===== config.mk =====
export PLATFORM = sky130hd
export DESIGN_NAME = pito_irq_ctrl
export DESIGN_NICKNAME = d
export VERILOG_FILES = /design/src/rtl/pito_irq_ctrl.sv
export SDC_FILE = /design/constraint.sdc
export NUM_CORES = 1
export LEC_CHECK = 0
export CORE_ASPECT_RATIO = 0.5
export CORE_MARGIN = 2
export CORE_UTILIZATION = 55
export DETAILED_ROUTE_END_ITERATION = 8
export GPL_ROUTABILITY_DRIVEN = 0
export PLACE_DENSITY = 0.89
export RECOVER_POWER = 25
export SYNTH_ARGS = -nofsm -noshare
export SYNTH_HDL_FRONTEND = slang
export SYNTH_SLANG_ARGS = --single-unit

===== constraint.sdc =====
create_clock -name clk -period 9.1 [get_ports clk]
set_input_delay 2.73 -clock clk [delete_from_list [all_inputs] [get_ports clk]]
set_output_delay 2.73 -clock clk [all_outputs]
set_load 0.02 [all_outputs]

===== src/rtl/pito_irq_ctrl.sv =====
// Machine-mode interrupt controller and trap scheduler for the barrel core.
// Optional 64-bit mtime/mtimecmp timer is built when PITO_IRQ_TIMER_EN is defined.
//
// state   | meaning
// IDLE    | no trap pending, round-robin search for an eligible hart
// REQ     | trap_hart/trap_cause committed, waiting for trap_ack
module pito_irq_ctrl #(
  parameter int NUM_HARTS      = 8,
  parameter int HART_CNT_WIDTH = $clog2(NUM_HARTS)
) (
  input  logic                      clk,
  input  logic                      rst_n,
  input  logic [NUM_HARTS-1:0]      mvu_irq,
  input  logic [NUM_HARTS-1:0]      ext_irq,
  input  logic                      csr_we,
  input  logic [HART_CNT_WIDTH-1:0] csr_hart,
  input  logic [11:0]               csr_addr,
  input  logic [31:0]               csr_wdata,
  output logic [31:0]               csr_rdata,
  output logic                      trap_valid,
  output logic [HART_CNT_WIDTH-1:0] trap_hart,
  output logic [31:0]               trap_cause,
  input  logic                      trap_ack,
  input  logic                      mret_valid,
  input  logic [HART_CNT_WIDTH-1:0] mret_hart
);

  localparam logic [11:0] CSR_MSTATUS  = 12'h300;
  localparam logic [11:0] CSR_MIE      = 12'h304;
  localparam logic [11:0] CSR_MIP      = 12'h344;
  localparam logic [11:0] CSR_MTCMP_LO = 12'h7C0;
  localparam logic [11:0] CSR_MTCMP_HI = 12'h7C1;
  localparam logic [11:0] CSR_MTIME_LO = 12'h7C2;
  localparam logic [11:0] CSR_MTIME_HI = 12'h7C3;

  localparam logic [31:0] CAUSE_MEI = 32'h8000_000B;
  localparam logic [31:0] CAUSE_MSI = 32'h8000_0003;
  localparam logic [31:0] CAUSE_MTI = 32'h8000_0007;
  localparam logic [31:0] CAUSE_MVU = 32'h8000_0010;

  typedef enum logic {ST_IDLE, ST_REQ} state_t;

  state_t state_q, state_d;

  logic [NUM_HARTS-1:0] mie_mvi, mie_mei, mie_mti, mie_msi;
  logic [NUM_HARTS-1:0] mvip, meip_q, mtip, msip;
  logic [NUM_HARTS-1:0] gie, in_trap;
  logic [NUM_HARTS-1:0] pend_mvi, pend_mei, pend_mti, pend_msi, eligible;
  logic [NUM_HARTS-1:0] csr_sel, ack_sel, mret_sel;

  logic [HART_CNT_WIDTH-1:0] rr_ptr, rr_d;
  logic [HART_CNT_WIDTH-1:0] trap_hart_d, sel_hart;
  logic [31:0]               trap_cause_d;
  logic                      sel_found, ack_fire;

  function automatic logic [31:0] cause_of(input logic mei, input logic msi,
                                           input logic mti, input logic mvi);
    if (mei)      return CAUSE_MEI;
    else if (msi) return CAUSE_MSI;
    else if (mti) return CAUSE_MTI;
    else if (mvi) return CAUSE_MVU;
    else          return 32'h0;
  endfunction

  assign ack_fire   = (state_q == ST_REQ) && trap_ack;
  assign trap_valid = (state_q == ST_REQ);

  always_comb begin
    csr_sel  = '0;
    ack_sel  = '0;
    mret_sel = '0;
    for (int h = 0; h < NUM_HARTS; h++) begin
      csr_sel[h] = csr_we && (csr_hart == HART_CNT_WIDTH'(h));
      ack_sel[h] = ack_fire && (trap_hart == HART_CNT_WIDTH'(h));
    end
    // An MRET racing the ack of the same hart is dropped; the hart stays in trap.
    for (int h = 0; h < NUM_HARTS; h++)
      mret_sel[h] = mret_valid && (mret_hart == HART_CNT_WIDTH'(h)) && !ack_sel[h];
  end

  assign pend_mvi = mvip   & mie_mvi;
  assign pend_mei = meip_q & mie_mei;
  assign pend_mti = mtip   & mie_mti;
  assign pend_msi = msip   & mie_msi;
  assign eligible = gie & ~in_trap & (pend_mvi | pend_mei | pend_mti | pend_msi);

`ifdef PITO_IRQ_TIMER_EN
  logic [63:0] mtime;
  logic [63:0] mtimecmp [NUM_HARTS];

  always_ff @(posedge clk or negedge rst_n) begin
    if (!rst_n) begin
      mtime <= '0;
      for (int h = 0; h < NUM_HARTS; h++) mtimecmp[h] <= '1;
    end else begin
      mtime <= mtime + 64'd1;
      for (int h = 0; h < NUM_HARTS; h++) begin
        if (csr_sel[h] && csr_addr == CSR_MTCMP_LO) mtimecmp[h][31:0]  <= csr_wdata;
        if (csr_sel[h] && csr_addr == CSR_MTCMP_HI) mtimecmp[h][63:32] <= csr_wdata;
      end
    end
  end

  always_comb begin
    mtip = '0;
    for (int h = 0; h < NUM_HARTS; h++) mtip[h] = (mtime >= mtimecmp[h]);
  end
`else
  assign mtip = '0;
`endif

  always_ff @(posedge clk or negedge rst_n) begin
    if (!rst_n) begin
      mie_mvi <= '0;
      mie_mei <= '0;
      mie_mti <= '0;
      mie_msi <= '0;
      mvip    <= '0;
      meip_q  <= '0;
      msip    <= '0;
      gie     <= '0;
      in_trap <= '0;
    end else begin
      meip_q <= ext_irq;
      for (int h = 0; h < NUM_HARTS; h++) begin
        if (csr_sel[h]) begin
          case (csr_addr)
            CSR_MIE: begin
              mie_mvi[h] <= csr_wdata[16];
              mie_mei[h] <= csr_wdata[11];
              mie_mti[h] <= csr_wdata[7];
              mie_msi[h] <= csr_wdata[3];
            end
            CSR_MIP: begin
              msip[h] <= csr_wdata[3];
              if (!csr_wdata[16]) mvip[h] <= 1'b0;
            end
            CSR_MSTATUS: gie[h] <= csr_wdata[3];
            default: ;
          endcase
        end
        if (mret_sel[h]) begin
          in_trap[h] <= 1'b0;
          gie[h]     <= 1'b1;
        end
        // Later assignments win: ack overrides a same-cycle gie write, MVU pulse overrides clears.
        if (ack_sel[h]) begin
          in_trap[h] <= 1'b1;
          gie[h]     <= 1'b0;
          if (trap_cause == CAUSE_MVU) mvip[h] <= 1'b0;
        end
        if (mvu_irq[h]) mvip[h] <= 1'b1;
      end
    end
  end

  always_comb begin
    sel_found = 1'b0;
    sel_hart  = '0;
    for (int i = 0; i < NUM_HARTS; i++) begin
      if (!sel_found && eligible[(int'(rr_ptr) + i) % NUM_HARTS]) begin
        sel_found = 1'b1;
        sel_hart  = HART_CNT_WIDTH'((int'(rr_ptr) + i) % NUM_HARTS);
      end
    end
  end

  always_ff @(posedge clk or negedge rst_n) begin
    if (!rst_n) begin
      state_q    <= ST_IDLE;
      trap_hart  <= '0;
      trap_cause <= '0;
      rr_ptr     <= '0;
    end else begin
      state_q    <= state_d;
      trap_hart  <= trap_hart_d;
      trap_cause <= trap_cause_d;
      rr_ptr     <= rr_d;
    end
  end

  always_comb begin
    state_d      = state_q;
    trap_hart_d  = trap_hart;
    trap_cause_d = trap_cause;
    rr_d         = rr_ptr;
    case (state_q)
      ST_IDLE: begin
        if (sel_found) begin
          state_d      = ST_REQ;
          trap_hart_d  = sel_hart;
          trap_cause_d = cause_of(pend_mei[sel_hart], pend_msi[sel_hart],
                                  pend_mti[sel_hart], pend_mvi[sel_hart]);
        end
      end
      ST_REQ: begin
        if (trap_ack) begin
          state_d = ST_IDLE;
          rr_d    = (trap_hart == HART_CNT_WIDTH'(NUM_HARTS - 1)) ? '0
                                                                  : trap_hart + 1'b1;
        end
      end
      default: state_d = ST_IDLE;
    endcase
  end

  always_comb begin
    csr_rdata = '0;
    case (csr_addr)
      CSR_MIE: begin
        csr_rdata[16] = mie_mvi[csr_hart];
        csr_rdata[11] = mie_mei[csr_hart];
        csr_rdata[7]  = mie_mti[csr_hart];
        csr_rdata[3]  = mie_msi[csr_hart];
      end
      CSR_MIP: begin
        csr_rdata[16] = mvip[csr_hart];
        csr_rdata[11] = meip_q[csr_hart];
        csr_rdata[7]  = mtip[csr_hart];
        csr_rdata[3]  = msip[csr_hart];
      end
      CSR_MSTATUS: csr_rdata[3] = gie[csr_hart];
`ifdef PITO_IRQ_TIMER_EN
      CSR_MTCMP_LO: csr_rdata = mtimecmp[csr_hart][31:0];
      CSR_MTCMP_HI: csr_rdata = mtimecmp[csr_hart][63:32];
      CSR_MTIME_LO: csr_rdata = mtime[31:0];
      CSR_MTIME_HI: csr_rdata = mtime[63:32];
`endif
      default: csr_rdata = '0;
    endcase
  end

endmodule


; Word level (Yosys, flattened, before mapping)
; Memories as Yosys holds them, arrays and structs flattened.
; Cells that the tools add are included.
[word_totals]
mem_bits_ro = 16
elab_cells = 402
mem_count = 2
reg_bits = 111
[classes]
n_bitwise = 16
n_eq_ne = 25
n_lt_le_gt_ge = 10
reduce_logical = 115
n_addsub = 8
muxes = 164
[mem_list]
columns = name, words, word_bits, rd, rd_clocked_by_memory_dff, write_ports, line
row1 = (no name shown), 8, 1, 1, 0, 0, 219  ; csr_rdata[7] = mtip[csr_hart];
row2 = (no name shown), 8, 1, 1, 0, 0, 193  ; pend_mti[sel_hart], pend_mvi[sel_hart]);
[op_table]
columns = op, n
row1 = $mux 32, 4
row2 = $mux 1, 127
row3 = $bmux 1 s3, 19
row4 = $reduce_and 2->1, 26
row5 = $reduce_bool 3->1, 16
row6 = $and 8x8->8, 5
row7 = $logic_and 1x1->1, 40
row8 = $eq 12x10->1 const B, 3
row9 = $eq 3x3->1 const B, 12
row10 = $lt 4x5->1 const B, 7
row11 = $eq 32x32->1 const B, 1
row12 = $mux 3, 9
row13 = $reduce_or 3->1, 7
row14 = $eq 3x2->1 const B, 6
row15 = $or 8x8->8, 2
row16 = $reduce_bool 2->1, 8
row17 = $logic_not 1->1, 15
row18 = $add 3x3->3 const B, 4
row19 = $lt 3x4->1 const B, 3
row20 = $eq 3x1->1 const B, 3
row21 = $logic_not 3->1, 3
row22 = $not 8->8, 1
row23 = $pmux 1 s2, 4
row24 = $and 1x1->1 const A, 7
row25 = 4 further kinds, 6

; Longest topological paths before layout
; Gate-level depths: netlist (run 1).
[depth]
depth_word = 34
depth_mapped = 14
mapped_depth_nobuf = 12

; Least setup slack after synthesis (run 1)
; No wires, ideal clock.
[synth_timing]
path_type = input -> output
startpoint = input csr_hart[0]
endpoint = output csr_rdata[3]
cell_stages = 6
path_slack_ns = 1.798
path_buffers = 1
t_arrival_ns = 4.572
cell_sequence = buf_1 mux4_2 mux2_2 a221oi_1 a21oi_1 and2_1
[synth_via]
elab_chain_cells = 3
word_cells_on_any_way = 7
[synth_rtl]
columns = element, line
row1 = "start, declared", 16  ; input logic [HART_CNT_WIDTH-1:0] csr_hart,
row2 = "$bmux 1 s3, on equally long branches", "222, 214, 220"
row3 = "$mux 1, on equally long branches", "222, 214, 220"
row4 = $pmux 1 s3 *, 209  ; case (csr_addr)
row5 = "end, declared", 19  ; output logic [31:0] csr_rdata,
; Every way passes the cells marked *; elsewhere a longest branch is shown, timed or not. The select of a mux whose other input is x is not followed.

; Worst setup path in the final report (run 1)
; Ends and elaborated chain as after synthesis.

==> flow_summary_export.csv, run 1 <==
group,metric,value,unit
outcome,status,"finished with violations",
outcome,violations,"max-capacitance violations, max-slew violations",
timing,min_period,8210,ps
timing,relSlewSlack,-183,%
synthesis,synth_compound_area_share,14.8,%
timing,hold_viol_final,0,
power_and_ir_drop,vdd_ir_drop_max,0.102,mV
clock_tree,ctsResizeCount,0,
timing,slew_violations,84,
clock_tree,clk_pin_slew,60,ps
place,placedCellCount,723,
floorplanning,pin_count,139,
clock_tree,cts_setup_buffers,0,
synthesis,synth_top_family_by_area,"multiplexers",
clock_tree,cts.path.max_buffers,2,
min_path,hold_class,"reg -> reg",
synthesis,synthFlopType,"dfrtp_1",
detailed_routing,wire_per_inst,20.2,µm
timing,setup_tns,0,ps
power_and_ir_drop,cellPowerDensity,237,mW/mm²
flow_run,drv_cap,1,
power_and_ir_drop,power_leakage,0.00266,µW
place,hpwl,10600,µm
global_route,antenna_found_initial,0,
global_route,grt_max_degree,84,
timing,clock_skew,7.56,ps
finish,final_cell_mix,"dfrtp_1, nand2_1, conb_1",
synthesis,ys_ff_latch,83,
synthesis,yosys_warnings,0,
synthesis,synth-xor-area-share,0.461,%
place,io_buffers,55,
synthesis,syn_area,0.00570,mm²
synthesis,syn_inst,548,
floorplanning,core-area,0.0101,mm²
critical_path,path_delay_family,"buffers and inverters",
detailed_routing,drt-initial-drc-count,751,
floorplanning,die_w,148,µm
synthesis,ys_seq_area_share,36.5,%
timing,finalCritPeriodShare,90.2,%
clock_tree,clk-insertion-delay-late,340,ps
critical_path,crit_path_end,"csr_rdata[3]",
critical_path,cp_slowest_cell,"mux4_2",
critical_path,slowest_delay,570,ps
timing,rsz0062_at_grt,"no",
critical_path,arrival,5480,ps
critical_path,cp.depth,8,
detailed_routing,viasPerCell,6.60,
floorplanning,dieArea,0.0112,mm²
critical_path,startpoint_type,"input port",
floorplanning,start_util,56.1,%
timing,fmax,122,MHz
detailed_routing,antenna_left,0,
critical_path,crit_path_end_kind,"primary output",
finish,final_common_cell,"dfrtp_1",
detailed_routing,vias,4879,
synthesis,synth_top_area_cell,"dfrtp_1",
critical_path,r2r_end,"trap_cause[1]",
clock_tree,htree_num_levels,3,
critical_path,required,6370,ps
finish,antenna_cells,0,
finish,drive_gt1_share,18.9,%
critical_path,rr_worst_depth,11,
critical_path,crit_start,"csr_hart[0]",
synthesis,synth_cell_types,68,
clock_tree,clock-root-buffer,"clkbuf_16",
synthesis,synth_top_area_share,36.5,%
synthesis,synthAdderAreaFrac,1.76,%
synthesis,synth_edf_count,0,
synthesis,ys_async_sr_fraction,100,%
timing,setup_violations,0,
clock_tree,numCtsBuffers,9,
finish,fin_nets,673,
global_route,grt_pass1_wl,23900,µm
critical_path,r2r_start,"rr_ptr[1]",
critical_path,path_buf_inv,3,
floorplanning,fp-row-count,26,
finish,instances_no_fill,739,
global_route,grt_pass1_vias,4600,
critical_path,cpMostUsedCell,"clkdlybuf4s50_1",
synthesis,syn_avg_cell_area,10.4,µm²
finish,syn_to_final_growth,13.2,%
global_route,track_usage,27.1,%
synthesis,synth_area_leaders,"dfrtp_1, mux2_2, buf_4",
timing,tightest_slew,4250,ps
critical_path,path_max_fanout,21,
detailed_routing,drt-total-wl,14900,µm
synthesis,yosys-mux-area-fraction,21.2,%
critical_path,critPathKind,"in -> out",
floorplanning,fp.dieH,76.0,µm
detailed_routing,dr.pass1.iters,9,
clock_tree,cts_hold_buffers,0,
synthesis,yosys.area_share.simple,15.5,%
clock_tree,clock_sinks,83,
critical_path,r2r_slack,4880,ps
critical_path,path_cells,"clkdlybuf4s50_1, buf_4, mux4_2, mux2_2, a221oi_1, a21oi_1, and2_1, clkdlybuf4s50_1",
detailed_routing,route.detailed.drc,0,
clock_tree,cts_tree,"built",
finish,design_area,0.00645,mm²
global_route,grt-ovfl-total,0,
place,dpl_cell_area,0.00613,mm²
[state kept, by name, summed over array words and instances, names as in the netlist]
name	cells
mvip	8
mie_mti	8
mie_mei	8
mie_mvi	8
mie_msi	8
in_trap	8
rr_ptr	3
meip_q	8
gie	8
trap_cause	4
msip	8
trap_hart	3
trap_valid	1
[metal layers]
metal / vias to the layer above / share of wire (%) / routed length, µm / track usage, %
li1: 2041 / - / - / -
met3: 63 / 12 / 1860 / 6.33
met4: 0 / 2.9 / 432 / 10.3
met2: 414 / 47 / 7040 / 43.7
met5: - / 0 / 0 / 0
met1: 2361 / 37 / 5570 / 35.9
[power breakdown]
group	switching, µW	internal [µW]	leakage [µW]
clock	153	241	0.000149
combinational	370	260	0.00147
sequential	79.3	427	0.00104
[worst min path at each step]
stage	slack (ps)	from	endpoint	cells after the start
6_report	500	in_trap[3]	in_trap[3]	2
5_1_grt	520	in_trap[6]	in_trap[6]	2
4_1_cts	500	in_trap[5]	in_trap[5]	2
3_5_place_dp	480	in_trap[5]	in_trap[5]	2
3_3_place_gp	470	in_trap[5]	in_trap[5]	2
2_1_floorplan	450	in_trap[0]	in_trap[0]	2
[metrics by stage]
step | setup WS [ps] | utilization [%] | total power [µW] | hold WS, ps
6_report | 891 | 63.5 | 1530 | 501
5_1_grt | 796 | 63.5 | 1600 | 519
4_1_cts | 898 | 63.6 | 1510 | 496
3_5_place_dp | 896 | 60.4 | 1120 | 483
3_3_place_gp | 1020 | 60.4 | 1090 | 468
2_1_floorplan | 1800 | - | 960 | 450
[synth_stat cells (11+ instances only)]
| cell type | count |
|---|---|
| nor2_1 | 39 |
| buf_4 | 57 |
| nand2_1 | 57 |
| o21ai_0 | 16 |
| mux4_2 | 19 |
| o221ai_1 | 12 |
| mux2_2 | 49 |
| inv_1 | 12 |
| dfrtp_1 | 83 |
| nand3_1 | 17 |
| mux2i_1 | 15 |
| clkbuf_1 | 11 |
[kinds of logic (layout without fill, tap and decap cells)]
logic type               count (synthesis)  after routing
AO/OA/AOI/OAI                          103            103
XOR/XNOR                                 3              3
AND/OR/NAND/NOR                        174            174
other                                    1             55
adder cells (fa/ha/maj)                  8              8
multiplexers                            86             86
buffers and inverters                   90             87
flip-flops                              83             83
[worst min-delay path: cells and delay by family, from the launching register on]
| kind | cells | cell delay (ps) |
|---|---|---|
| AND/OR/NAND/NOR | 2 | 110 |
| flip-flops | 1 | 360 |
[cell type report]
class / count / area, µm²
Clock buffer: 10 / 229
Inverter: 13 / 48.8
Fill cell: 749 / 3700
Tap cell: 140 / 175
Timing Repair Buffer: 58 / 567
Multi-Input combinational cell: 429 / 3260
Sequential cell: 83 / 2080
Clock inverter: 6 / 88.8
No activity file was read; power rests on OpenSTA's default activity.
==> run 2, diff against run 1 <==
--- a/config.mk
+++ b/config.mk
@@ -5,13 +5,14 @@
 export SDC_FILE = /design/constraint.sdc
 export NUM_CORES = 1
 export LEC_CHECK = 0
-export CORE_ASPECT_RATIO = 0.5
+export CORE_ASPECT_RATIO = 1.2
 export CORE_MARGIN = 2
 export CORE_UTILIZATION = 55
 export DETAILED_ROUTE_END_ITERATION = 8
 export GPL_ROUTABILITY_DRIVEN = 0
 export PLACE_DENSITY = 0.89
 export RECOVER_POWER = 25
+export SETUP_SLACK_MARGIN = 0.3
 export SYNTH_ARGS = -nofsm -noshare
 export SYNTH_HDL_FRONTEND = slang
 export SYNTH_SLANG_ARGS = --single-unit
==> run 2 against run 1 <==
The run still ends with max-capacitance violations, max-slew violations left. Combinational power grew 1%. Cell area grew 0.41%. Routed wire length is 2.6% higher. Hold slack got worse by 8.2 ps. Flip-flop and latch count unchanged. Sequential power is essentially flat. Core utilization increased by 0.83 points. Clock skew down 1.7 ps. Setup slack worse by 87 ps. Register-to-register slack barely moved. Sequential share of layout area decreased by 0.13 points. Non-clock buffer count stayed put. Largest cell class unchanged. Largest power group unchanged. Highest routed layer unchanged.
==> flow_summary_export.csv, run 2 (synthesis gave the netlist of run 1 again) <==
group,metric,value,unit
detailed_routing,wire_per_inst,21.1,µm
clock_tree,clock_sinks,83,
floorplanning,dieArea,0.0112,mm²
critical_path,path_delay_family,"buffers and inverters",
finish,syn_to_final_growth,13.7,%
global_route,grt_pass1_wl,24100,µm
global_route,grt_max_degree,84,
clock_tree,htree_num_levels,3,
global_route,grt_util_met3,4.95,%
critical_path,slowest_delay,1050,ps
critical_path,r2r_end,"trap_cause[3]",
floorplanning,start_util,56.6,%
global_route,grt_pass1_vias,4710,
timing,setup_tns,0,ps
detailed_routing,route.detailed.drc,0,
global_route,busiest_layer,"met2",
finish,fin_nets,673,
timing,clock_skew,5.91,ps
floorplanning,pin_count,139,
timing,finalCritPeriodShare,91.2,%
global_route,met1_usage,31.0,%
timing,fmax,121,MHz
floorplanning,fp-row-count,40,
critical_path,arrival,5570,ps
detailed_routing,antenna_left,0,
power_and_ir_drop,vdd_ir_drop_max,0.155,mV
detailed_routing,drt-total-wl,15300,µm
critical_path,crit_path_end,"csr_rdata[11]",
power_and_ir_drop,cellPowerDensity,243,mW/mm²
outcome,violations,"max-capacitance violations, max-slew violations",
timing,rsz0062_at_grt,"no",
place,io_buffers,55,
min_path,hold_class,"reg -> reg",
global_route,track_usage,27.4,%
clock_tree,cts_tree,"built",
clock_tree,clk_pin_slew,60,ps
timing,relSlewSlack,-186,%
detailed_routing,drt-initial-drc-count,564,
clock_tree,cts.path.max_buffers,2,
clock_tree,clk-insertion-delay-late,340,ps
finish,drive_gt1_share,19.0,%
critical_path,r2r_slack,4890,ps
place,dpl_cell_area,0.00612,mm²
detailed_routing,vias,4844,
critical_path,crit_start,"csr_hart[1]",
timing,hold-worst-slack,493,ps
clock_tree,clock-root-buffer,"clkbuf_16",
finish,final_common_cell,"dfrtp_1",
finish,design_area,0.00647,mm²
timing,setup_violations,0,
critical_path,rr_worst_depth,11,
flow_run,drv_cap,1,
critical_path,cp.depth,6,
finish,final_cell_mix,"dfrtp_1, nand2_1, conb_1",
min_path,hold-path-cell-count,2,
critical_path,cp_slowest_cell,"clkdlybuf4s50_1",
timing,slew_violations,84,
detailed_routing,viasPerCell,6.68,
global_route,antenna_found_initial,0,
finish,antenna_cells,0,
critical_path,path_max_fanout,18,
clock_tree,ctsResizeCount,0,
timing,tightest_slew,4290,ps
clock_tree,cts_hold_buffers,0,
detailed_routing,dr.pass1.iters,6,
timing,hold_viol_final,0,
critical_path,critPathKind,"in -> out",
place,hpwl,11300,µm
floorplanning,die_w,96.9,µm
global_route,met2_usage,48.3,%
critical_path,required,6370,ps
global_route,grt-ovfl-total,0,
critical_path,path_buf_inv,3,
floorplanning,fp.dieH,115,µm
floorplanning,core-area,0.0101,mm²
critical_path,path_cells,"clkdlybuf4s50_1, buf_4, mux4_2, mux4_2, and3_1, clkdlybuf4s50_1",
critical_path,startpoint_type,"input port",
clock_tree,cts_setup_buffers,0,
critical_path,crit_path_end_kind,"primary output",
critical_path,r2r_start,"rr_ptr[1]",
clock_tree,numCtsBuffers,9,
outcome,status,"finished with violations",
timing,min_period,8300,ps
power_and_ir_drop,power_leakage,0.00269,µW
## run 2: cell types whose count changed in the layout (fill, tap and decap cells not counted)
cell,previous run,this run
clkbuf_8,0,3
clkinvlp_4,2,0
bufinv_16,2,3
clkbuf_1,2,1
inv_6,1,0
## run 2: worst min path at each step
stage                         startpoint        endpoint  slack [ps]
after floorplan               in_trap[0]      in_trap[0]         450
after global placement        in_trap[4]      in_trap[4]         470
after detailed placement      in_trap[2]      in_trap[2]         480
after CTS                     in_trap[2]      in_trap[2]         490
after global routing      trap_cause[31]  trap_cause[31]         520
final                         in_trap[2]      in_trap[2]         490
## run 2: per-layer routing
layer  up-vias  part of all wire, %
met5         -                    0
met4         0                  5.7
met3        81                  8.8
met2       404                   52
met1      2319                   34
li1       2040                    -
## run 2: final cells by class
type	instances	area (µm²)
inverters	13	48.8
well taps	126	158
repair buffers	58	567
clock buffers	12	267
multi-input cells	429	3260
fillers	732	3580
clock inverters	4	95.1
flip-flops and latches	83	2080
## run 2: power breakdown
group          leakage, µW  internal [µW]  total (µW)  switching (µW)
registers          0.00104            427         505            77.8
clock network     0.000179            290         431             142
logic              0.00147            261         637             377
total              0.00269            977        1570             596
## run 2: worst min-delay path: cells and delay by family, from the launching register on
kind	cells	cell delay (ps)
flops	1	350
simple gates	2	100
## run 2: stage by stage
stage | setup slack [ps] | cells | util (%) | total power [µW]
2_1_floorplan | 1800 | 602 | - | 960
3_3_place_gp | 942 | 709 | 60.8 | 1090
3_5_place_dp | 864 | 709 | 60.8 | 1130
4_1_cts | 859 | 725 | 64.4 | 1560
5_1_grt | 742 | 725 | 64.4 | 1640
6_report | 805 | 725 | 64.4 | 1570
==> run 3, diff against run 2 <==
--- a/config.mk
+++ b/config.mk
@@ -13,6 +13,7 @@
 export PLACE_DENSITY = 0.89
 export RECOVER_POWER = 25
 export SETUP_SLACK_MARGIN = 0.3
+export SLEW_MARGIN = 20
 export SYNTH_ARGS = -nofsm -noshare
 export SYNTH_HDL_FRONTEND = slang
 export SYNTH_SLANG_ARGS = --single-unit
==> run 3 against run 2 <==
The run still ends with max-capacitance violations, max-slew violations left. Routed wire length about the same. Largest cell class unchanged. Final cell count unchanged. Power about the same. Largest power group unchanged.
==> flow_summary_export.csv, run 3 (synthesis gave the netlist of run 1 again) <==
group,metric,value,unit
detailed_routing,dr.pass1.iters,6,
global_route,met2_usage,48.3,%
place,io_buffers,55,
critical_path,path_cells,"clkdlybuf4s50_1, buf_4, mux4_2, mux4_2, and3_1, clkdlybuf4s50_1",
finish,final_common_cell,"dfrtp_1",
flow_run,drv_cap,1,
clock_tree,clock-root-buffer,"clkbuf_16",
global_route,track_usage,27.4,%
global_route,busiest_layer,"met2",
timing,finalWorstSetupSlack,815,ps
clock_tree,htree_num_levels,3,
floorplanning,fp-row-count,40,
timing,setup_tns,0,ps
floorplanning,start_util,56.6,%
detailed_routing,route.detailed.drc,0,
clock_tree,clk_pin_slew,60,ps
clock_tree,numCtsBuffers,9,
floorplanning,fp.dieH,115,µm
power_and_ir_drop,power_leakage,0.00269,µW
global_route,grt_pass1_wl,24100,µm
critical_path,required,6370,ps
global_route,antenna_found_initial,0,
detailed_routing,drt-initial-drc-count,510,
timing,hold_viol_final,0,
clock_tree,cts.path.max_buffers,2,
detailed_routing,antenna_left,0,
finish,fin_nets,673,
finish,final_cell_mix,"dfrtp_1, nand2_1, conb_1",
critical_path,slowest_delay,1030,ps
timing,fmax,121,MHz
critical_path,crit_path_end_kind,"primary output",
power_and_ir_drop,intPower,977,µW
min_path,hold_class,"reg -> reg",
clock_tree,cts_setup_buffers,0,
floorplanning,dieArea,0.0112,mm²
clock_tree,clock_sinks,83,
timing,slew_violations,84,
timing,min_period,8290,ps
power_and_ir_drop,vdd_ir_drop_max,0.155,mV
detailed_routing,viasPerCell,6.69,
detailed_routing,wire_per_inst,21.1,µm
power_and_ir_drop,switchingPower,596,µW
timing,clock_skew,6.38,ps
finish,syn_to_final_growth,13.7,%
timing,tightest_slew,4320,ps
critical_path,cp_slowest_cell,"clkdlybuf4s50_1",
critical_path,startpoint_type,"input port",
power_and_ir_drop,seqPwrFrac,32.0,%
global_route,met1_usage,31.0,%
clock_tree,clk-insertion-delay-late,340,ps
clock_tree,cts_hold_buffers,0,
timing,rsz0062_at_grt,"no",
clock_tree,cts_tree,"built",
finish,drive_gt1_share,19.0,%
timing,setup_violations,0,
place,dpl_worst_slack,864,ps
finish,antenna_cells,0,
clock_tree,ctsResizeCount,0,
global_route,grt_max_degree,84,
global_route,grt_pass1_vias,4710,
detailed_routing,vias,4850,
outcome,status,"finished with violations",
floorplanning,pin_count,139,
place,hpwl,11300,µm
critical_path,critPathKind,"in -> out",
timing,finalCritPeriodShare,91.0,%
floorplanning,die_w,96.9,µm
global_route,grt-ovfl-total,0,
timing,relSlewSlack,-188,%
power_and_ir_drop,netSwitchingFraction,37.9,%
floorplanning,core-area,0.0101,mm²
critical_path,path_max_fanout,18,
power_and_ir_drop,cellPowerDensity,243,mW/mm²
global_route,grt_util_met3,4.95,%
power_and_ir_drop,clkPwrFrac,27.5,%
detailed_routing,drt-total-wl,15300,µm
power_and_ir_drop,p_comb_share,40.5,%
critical_path,arrival,5560,ps
outcome,violations,"max-capacitance violations, max-slew violations",
run 3: metrics by stage:
| stage | total power, µW | hold WS, ps | cell area [µm²] | std cells | util, % |
|---|---|---|---|---|---|
| floorplan | 960 | 450 | 5900 | 602 | - |
| global placement | 1090 | 468 | 6120 | 709 | 60.8 |
| detailed placement | 1130 | 480 | 6120 | 709 | 60.8 |
| CTS | 1560 | 495 | 6480 | 725 | 64.4 |
| global route | 1640 | 516 | 6470 | 725 | 64.4 |
| finish | 1570 | 492 | 6470 | 725 | 64.4 |
run 3: power groups by stage:
stage	sequential [µW]	clock, µW	combinational, µW
6_report	504	433	637
3_3_place_gp	504	0	589
4_1_cts	502	436	626
5_1_grt	513	450	677
2_1_floorplan	490	0	470
3_5_place_dp	508	0	618
run 3: layer usage:
| layer | up-vias | routed length [µm] |
|---|---|---|
| met1 | 2365 | 5120 |
| met3 | 87 | 1350 |
| li1 | 2044 | - |
| met4 | 0 | 942 |
| met2 | 354 | 7860 |
| met5 | - | 0 |
run 3: critical path, delay by kind of cell:
family        cells  cell delay (ps)
mux               2              740
simple gates      1              220
buf+inv           3             1850
run 3: worst paths after layout:
check                                 endpoint   startpoint  slack, ps  depth (start not counted)
worst max-delay path             csr_rdata[11]  csr_hart[1]        810                          6
worst min-delay path                in_trap[2]   in_trap[2]        490                          2
worst max register to register   trap_cause[3]    rr_ptr[1]       4950                         11
worst min register to register      in_trap[2]   in_trap[2]        490                          2
max in group asynchronous               gie[6]        rst_n       2760                          1
min in group asynchronous       trap_cause[31]        rst_n       3910                          1
run 3: layout make-up:
cell class	instances	area, µm²
Fill cell	731	3580
Multi-Input combinational cell	429	3260
Sequential cell	83	2080
Timing Repair Buffer	58	567
Clock buffer	12	267
Tap cell	126	158
Clock inverter	4	95.1
Inverter	13	48.8
